### src/rtl/alu_reservation_station_pkg.sv
// Shared types for the issue path: functional-unit selectors, load/store modes
// and the reservation-station entry layout.
package alu_reservation_station_pkg;

    localparam int TAG_W = 5;
    localparam logic [TAG_W-1:0] TAG_NONE = '0;

    typedef enum logic [1:0] {
        UNIT_ALU = 2'd0,
        UNIT_MUL = 2'd1,
        UNIT_DIV = 2'd2,
        UNIT_LSU = 2'd3
    } unit_t;

    typedef enum logic [2:0] {
        LDST_BYTE  = 3'd0,
        LDST_HALF  = 3'd1,
        LDST_WORD  = 3'd2,
        LDST_BYTEU = 3'd4,
        LDST_HALFU = 3'd5
    } ldst_mode_t;

    typedef struct packed {
        logic             busy;
        logic [9:0]       op;
        logic [TAG_W-1:0] qj;
        logic [TAG_W-1:0] qk;
        logic [31:0]      vj;
        logic [31:0]      vk;
        logic [TAG_W-1:0] dest;
    } rs_entry_t;

endpackage

### src/rtl/alu_reservation_station_rs_select.sv
// Lowest-index-wins priority encoder: one-hot grant, binary index and any flag.
module rs_select #(
    parameter int DEPTH = 4,
    parameter int IDX_W = $clog2(DEPTH)
) (
    input  logic [DEPTH-1:0] req,
    output logic [DEPTH-1:0] grant,
    output logic [IDX_W-1:0] idx,
    output logic             any
);

    always_comb begin
        grant = '0;
        idx   = '0;
        any   = 1'b0;
        // Scan from the top so the lowest requester is the last write.
        for (int i = DEPTH - 1; i >= 0; i--) begin
            if (req[i]) begin
                grant    = '0;
                grant[i] = 1'b1;
                idx      = IDX_W'(i);
                any      = 1'b1;
            end
        end
    end

endmodule

### src/rtl/alu_reservation_station.sv
// Compacting age-ordered reservation station: slot 0 is oldest, busy slots are
// contiguous, the oldest ready entry issues and the CDB is snooped every cycle.
module alu_reservation_station
    import alu_reservation_station_pkg::*;
#(
    parameter int DEPTH = 4,
    parameter int TAG_W = alu_reservation_station_pkg::TAG_W,
    localparam int CNT_W = $clog2(DEPTH + 1),
    localparam int IDX_W = $clog2(DEPTH)
) (
    input  logic             clk,
    input  logic             reset,
    input  logic             flush,
    input  logic             disp_valid,
    output logic             disp_ready,
    input  logic [9:0]       disp_op,
    input  logic [TAG_W-1:0] disp_qj,
    input  logic [TAG_W-1:0] disp_qk,
    input  logic [31:0]      disp_vj,
    input  logic [31:0]      disp_vk,
    input  logic [TAG_W-1:0] disp_dest,
    input  logic             cdb_valid,
    input  logic [TAG_W-1:0] cdb_tag,
    input  logic [31:0]      cdb_value,
    output logic             iss_valid,
    input  logic             iss_ready,
    output logic [9:0]       iss_op,
    output logic [31:0]      iss_vj,
    output logic [31:0]      iss_vk,
    output logic [TAG_W-1:0] iss_dest,
    output logic [CNT_W-1:0] count
);

    logic             busy_q [DEPTH];
    logic [9:0]       op_q   [DEPTH];
    logic [TAG_W-1:0] qj_q   [DEPTH];
    logic [TAG_W-1:0] qk_q   [DEPTH];
    logic [31:0]      vj_q   [DEPTH];
    logic [31:0]      vk_q   [DEPTH];
    logic [TAG_W-1:0] dest_q [DEPTH];
    logic [CNT_W-1:0] count_q;

    logic             busy_s [DEPTH];
    logic [9:0]       op_s   [DEPTH];
    logic [TAG_W-1:0] qj_s   [DEPTH];
    logic [TAG_W-1:0] qk_s   [DEPTH];
    logic [31:0]      vj_s   [DEPTH];
    logic [31:0]      vk_s   [DEPTH];
    logic [TAG_W-1:0] dest_s [DEPTH];

    logic             busy_d [DEPTH];
    logic [9:0]       op_d   [DEPTH];
    logic [TAG_W-1:0] qj_d   [DEPTH];
    logic [TAG_W-1:0] qk_d   [DEPTH];
    logic [31:0]      vj_d   [DEPTH];
    logic [31:0]      vk_d   [DEPTH];
    logic [TAG_W-1:0] dest_d [DEPTH];
    logic [CNT_W-1:0] count_d;

    logic [DEPTH-1:0] ready_vec;
    logic [DEPTH-1:0] sel_grant;
    logic [IDX_W-1:0] sel_idx;
    logic             sel_any;
    logic             do_issue;
    logic             do_disp;
    logic [CNT_W-1:0] wr_pos;
    logic             byp_j;
    logic             byp_k;

    assign count      = count_q;
    assign disp_ready = (count_q != CNT_W'(DEPTH));
    assign do_disp    = disp_valid && disp_ready;
    assign do_issue   = sel_any && iss_ready;
    assign iss_valid  = sel_any;
    assign wr_pos     = count_q - CNT_W'(do_issue);
    assign byp_j      = cdb_valid && (disp_qj != TAG_NONE) && (disp_qj == cdb_tag);
    assign byp_k      = cdb_valid && (disp_qk != TAG_NONE) && (disp_qk == cdb_tag);

    always_comb begin
        for (int i = 0; i < DEPTH; i++) begin
            ready_vec[i] = busy_q[i] && (qj_q[i] == TAG_NONE) && (qk_q[i] == TAG_NONE);
        end
    end

    rs_select #(.DEPTH(DEPTH), .IDX_W(IDX_W)) u_select (
        .req   (ready_vec),
        .grant (sel_grant),
        .idx   (sel_idx),
        .any   (sel_any)
    );

    // Payload is AND-OR muxed by the grant so it reads 0 whenever nothing is ready.
    always_comb begin
        iss_op   = '0;
        iss_vj   = '0;
        iss_vk   = '0;
        iss_dest = '0;
        for (int i = 0; i < DEPTH; i++) begin
            if (sel_grant[i]) begin
                iss_op   = iss_op   | op_q[i];
                iss_vj   = iss_vj   | vj_q[i];
                iss_vk   = iss_vk   | vk_q[i];
                iss_dest = iss_dest | dest_q[i];
            end
        end
    end

    always_comb begin
        for (int i = 0; i < DEPTH; i++) begin
            busy_s[i] = busy_q[i];
            op_s[i]   = op_q[i];
            dest_s[i] = dest_q[i];
            qj_s[i]   = qj_q[i];
            vj_s[i]   = vj_q[i];
            qk_s[i]   = qk_q[i];
            vk_s[i]   = vk_q[i];
            if (cdb_valid && qj_q[i] != TAG_NONE && qj_q[i] == cdb_tag) begin
                qj_s[i] = TAG_NONE;
                vj_s[i] = cdb_value;
            end
            if (cdb_valid && qk_q[i] != TAG_NONE && qk_q[i] == cdb_tag) begin
                qk_s[i] = TAG_NONE;
                vk_s[i] = cdb_value;
            end
        end
    end

    always_comb begin
        for (int i = 0; i < DEPTH; i++) begin
            busy_d[i] = busy_s[i];
            op_d[i]   = op_s[i];
            qj_d[i]   = qj_s[i];
            qk_d[i]   = qk_s[i];
            vj_d[i]   = vj_s[i];
            vk_d[i]   = vk_s[i];
            dest_d[i] = dest_s[i];
        end
        // Close the gap left by the issued slot.
        if (do_issue) begin
            for (int i = 0; i < DEPTH - 1; i++) begin
                if (i >= int'(sel_idx)) begin
                    busy_d[i] = busy_s[i+1];
                    op_d[i]   = op_s[i+1];
                    qj_d[i]   = qj_s[i+1];
                    qk_d[i]   = qk_s[i+1];
                    vj_d[i]   = vj_s[i+1];
                    vk_d[i]   = vk_s[i+1];
                    dest_d[i] = dest_s[i+1];
                end
            end
            busy_d[DEPTH-1] = 1'b0;
        end
        if (do_disp) begin
            for (int i = 0; i < DEPTH; i++) begin
                if (i == int'(wr_pos)) begin
                    busy_d[i] = 1'b1;
                    op_d[i]   = disp_op;
                    qj_d[i]   = byp_j ? TAG_NONE : disp_qj;
                    qk_d[i]   = byp_k ? TAG_NONE : disp_qk;
                    vj_d[i]   = byp_j ? cdb_value : disp_vj;
                    vk_d[i]   = byp_k ? cdb_value : disp_vk;
                    dest_d[i] = disp_dest;
                end
            end
        end
        count_d = count_q + CNT_W'(do_disp) - CNT_W'(do_issue);
    end

    always_ff @(posedge clk) begin
        if (reset || flush) begin
            count_q <= '0;
            for (int i = 0; i < DEPTH; i++) begin
                busy_q[i] <= 1'b0;
            end
        end else begin
            count_q <= count_d;
            for (int i = 0; i < DEPTH; i++) begin
                busy_q[i] <= busy_d[i];
                op_q[i]   <= op_d[i];
                qj_q[i]   <= qj_d[i];
                qk_q[i]   <= qk_d[i];
                vj_q[i]   <= vj_d[i];
                vk_q[i]   <= vk_d[i];
                dest_q[i] <= dest_d[i];
            end
        end
    end

endmodule

### config.mk
export PLATFORM = sky130hd
export DESIGN_NAME = alu_reservation_station
export DESIGN_NICKNAME = d
export VERILOG_FILES = /design/src/rtl/alu_reservation_station_pkg.sv /design/src/rtl/alu_reservation_station_rs_select.sv /design/src/rtl/alu_reservation_station.sv
export SDC_FILE = /design/constraint.sdc
export NUM_CORES = 1
export LEC_CHECK = 0
export BUFFER_PORTS_ARGS = -buffer_cell sky130_fd_sc_hd__buf_2
export CAP_MARGIN = 20
export CORE_MARGIN = 3
export CORE_UTILIZATION = 30
export CTS_BUF_LIST = sky130_fd_sc_hd__clkbuf_2 sky130_fd_sc_hd__clkbuf_4 sky130_fd_sc_hd__clkbuf_8
export DETAILED_ROUTE_END_ITERATION = 7
export SYNTH_ARGS = -nofsm -noshare
export SYNTH_HDL_FRONTEND = slang
export SYNTH_SLANG_ARGS = --single-unit
export TNS_END_PERCENT = 20
### constraint.sdc
create_clock -name clk -period 23.7 [get_ports clk]
set_input_delay 3.555 -clock clk [delete_from_list [all_inputs] [get_ports clk]]
set_output_delay 3.555 -clock clk [all_outputs]
set_load 0.01 [all_outputs]
==> flow_summary.yaml <==
yosys:
  synth_xor_xnor_area_share_pct: 1.86
  syn-cell-area_um2: 23100
  synth.yosys.seq_area_share_pct: 46.9
  ys_seq_elements: 363
  synth-async-reset-ratio_pct: 0
  yosys.area_share.simple_pct: 11.3
  synth_compound_area_share_pct: 15.7
  synthAdderAreaFrac_pct: 0.303
  yosysUniqueCellTypes: 60
  synthFlopType: "edfxtp_1"
  synth-warning-count: 0
  syn-num-nets: 2227
  synthTopCellsByArea: "edfxtp_1, mux2i_1, mux2_2, nand2_1, a221oi_2"
  post-synth-top-area-cell: "edfxtp_1"
  synthCells: 2090
  yosysTopAreaCellShare_pct: 46.3
  synth_mux_area_share_pct: 19.4
  synth_edf_count: 356
  syn_avg_cell_area_um2: 11.0
  synth_top_family_by_area: "multiplexers"
critical_path:
  crit_required_ns: 20.15
  critPathLaunchType: "register"
  r2r-end: "vk_q[1][0]"
  crit_arrival_ns: 4.76
  r2r-start: "qk_q[2][1]"
  cp_max_fo: 64
  worst_r2r_path_depth: 14
  r2r_slack_ns: 18.03
  cp-end-kind: "output port"
  crit_start: "qk_q[2][1]"
  path_class: "register to output port"
drt:
  ant_nets: 0
  wl_met2_um: 38000
  route.met3.wl_um: 7910
  drtPass1Iterations: 7
  top_layer: "met5"
  routed_via_density: 5.85
  drt_iter0_drc: 2640
  vias: 19300
  wl_per_cell_um: 25.4
  met1_length_um: 34600
  drc: 0
  routed_wl_um: 83700
sta:
  rsz0062_at_grt: "false"
  setup_viol: 0
  min_period_over_period_pct: 35.1
  fin_skew_ns: 0.0406
  report.final.slew_viol_count: 0
  fin_crit_ns: 8.32
  max-slew-margin-rel_pct: 18.6
  final_hold_viol_count: 0
  worst_pin_slew_ns: 1.22
  fmax_mhz: 120
  tns_ns: 0
worst_hold_path:
  min_from: "busy_q[1]"
  hold_end: "busy_q[1]"
  whs_path_depth: 2
  hp-class: "register to register"
die:
  start_util_pct: 30.4
  rows: 101
  core-area_um2: 76100
  die_h_um: 283
  ioPinCount: 216
  die_w_um: 283
  die_area_um2: 80300
clocking:
  clk-insertion-delay-late_ns: 0.67
  cts.sinks: 363
  clk_pin_slew_worst_paths_ns: 0.06
  root_buffer: "clkbuf_8"
  hold_buffers: 0
  cts_buffers: 73
  ctsResizeCount: 0
  cts_setup_buffers: 0
  h-tree-depth: 3
  cts_buffer_depth: 3
  tritoncts: "built"
power_and_ir_drop:
  ir_drop_mv: 0.0327
  powerDensity_nw_per_um2: 60.3
  power_leakage_nw: 9.82
global_route:
  grt_pass1_vias: 19500
  grt_start_max_net_pins: 127
  grt_pass1_wl_um: 123000
  overflow: 0
  grt_usage_pct: 19.9
  antenna_found_initial: 5
placed_design:
  routabilityCongestion: 0.803
  io_buffer_count: 215
  post-dp-hpwl_um: 48100
outcome:
  outcome: "complete, no violations"
layout:
  syn_to_final_growth_pct: 14.2
  nNetsFinal: 2340
  layout-drive-gt1-share_pct: 26.1
  fin_util_pct: 34.7
run:
  maxCapViolations: 0
worst max-delay path, cell delays in order (launching register included):
cell and delay [ns]:
edfxtp_1 0.46, or4_1 0.54, nor2_1 0.33, nand3_1 0.35, nor2_4 0.63, buf_4 0.96, a222oi_1 0.45, nand2_1 0.20
buf_2 0.15
flip-flops by register name, indices dropped and copies added (netlist names):
| register | cells |
|---|---|
| vj_q | 128 |
| vk_q | 128 |
| op_q | 40 |
| dest_q | 20 |
| qj_q | 20 |
| qk_q | 20 |
| busy_q | 4 |
| count | 3 |
metrics by stage:
stage	power [mW]	setup slack (ns)	cell area (µm²)	cells	hold slack (ns)
after floorplan	0.886	12.41	23100	2090	0.455
after global placement	0.926	16.26	24900	3155	0.490
after detailed placement	0.934	16.21	24900	3156	0.498
after CTS	1.60	15.49	26300	3286	0.505
after global routing	1.65	15.31	26400	3289	0.544
final	1.59	15.38	26400	3292	0.509
layout make-up:
type / instances / area (µm²)
Clock inverter: 25 / 181
Multi-Input combinational cell: 1507 / 11400
Clock buffer: 105 / 1260
Fill cell: 7591 / 49700
Antenna cell: 4 / 10.0
Inverter: 8 / 37.5
Tap cell: 1030 / 1290
Sequential cell: 363 / 10800
Timing Repair Buffer: 250 / 1380
logic make-up after synthesis:
group	count (synthesis)
AO/OA/AOI/OAI	426
XOR/XNOR	49
adder cells (fa/ha/maj)	5
buffers and inverters	220
flip-flops	363
multiplexers	432
AND/OR/NAND/NOR	595
cells in the mapped netlist, types with 4 or more instances:
master,number
a21oi_1,81
a221o_1,10
a221oi_1,14
a221oi_2,60
a222oi_1,79
a22oi_1,5
a31oi_1,36
and2_1,4
and3_1,8
buf_1,12
buf_2,51
buf_4,4
buf_6,19
clkbuf_1,126
dfxtp_1,7
edfxtp_1,356
ha_1,4
inv_1,8
mux2_2,128
mux2i_1,304
nand2_1,262
nand2b_1,9
nand3_1,9
nand3b_1,11
nand4_1,7
nor2_1,216
nor3_1,6
nor3b_1,5
o21ai_0,14
o21ai_1,15
o221ai_1,64
o22ai_1,33
o31a_1,4
or3_1,34
or4_1,7
xnor2_1,38
xor2_1,11
power by group:
part | switching, mW | leakage (nW) | internal, mW
registers | 0.0195 | 3.39 | 0.743
clock network | 0.300 | 0.759 | 0.365
logic | 0.0991 | 5.67 | 0.0627
metal layers:
layer	GRT usage, %	vias to the layer above
met5	0	-
met4	8.56	2
met3	4.56	198
met2	31.2	1200
met1	26.3	9508
li1	-	8356
worst max-delay path by stage:
stage	end	cells after the start	slack, ns
6_report	iss_vj[31]	8	15.38
5_1_grt	iss_vj[30]	8	15.31
4_1_cts	iss_vj[31]	8	15.49
3_5_place_dp	vk_q[1][2]	11	16.21
3_3_place_gp	vk_q[1][0]	11	16.26
2_1_floorplan	dest_q[0][0]	3	12.41
layout by cell type (no fill, tap or decap), types with 29 or more instances in the layout:
cell      instances
edfxtp_1        356
clkbuf_4         29
xnor2_1          38
a31oi_1          36
buf_2           215
a222oi_1         79
o221ai_1         64
a221oi_2         60
or3_1            34
mux2_2          128
clkbuf_8         76
buf_4            32
nor2_1          214
mux2i_1         304
o22ai_1          33
a21oi_1          80
nand2_1         261
No activity file was read; power rests on OpenSTA's default activity.
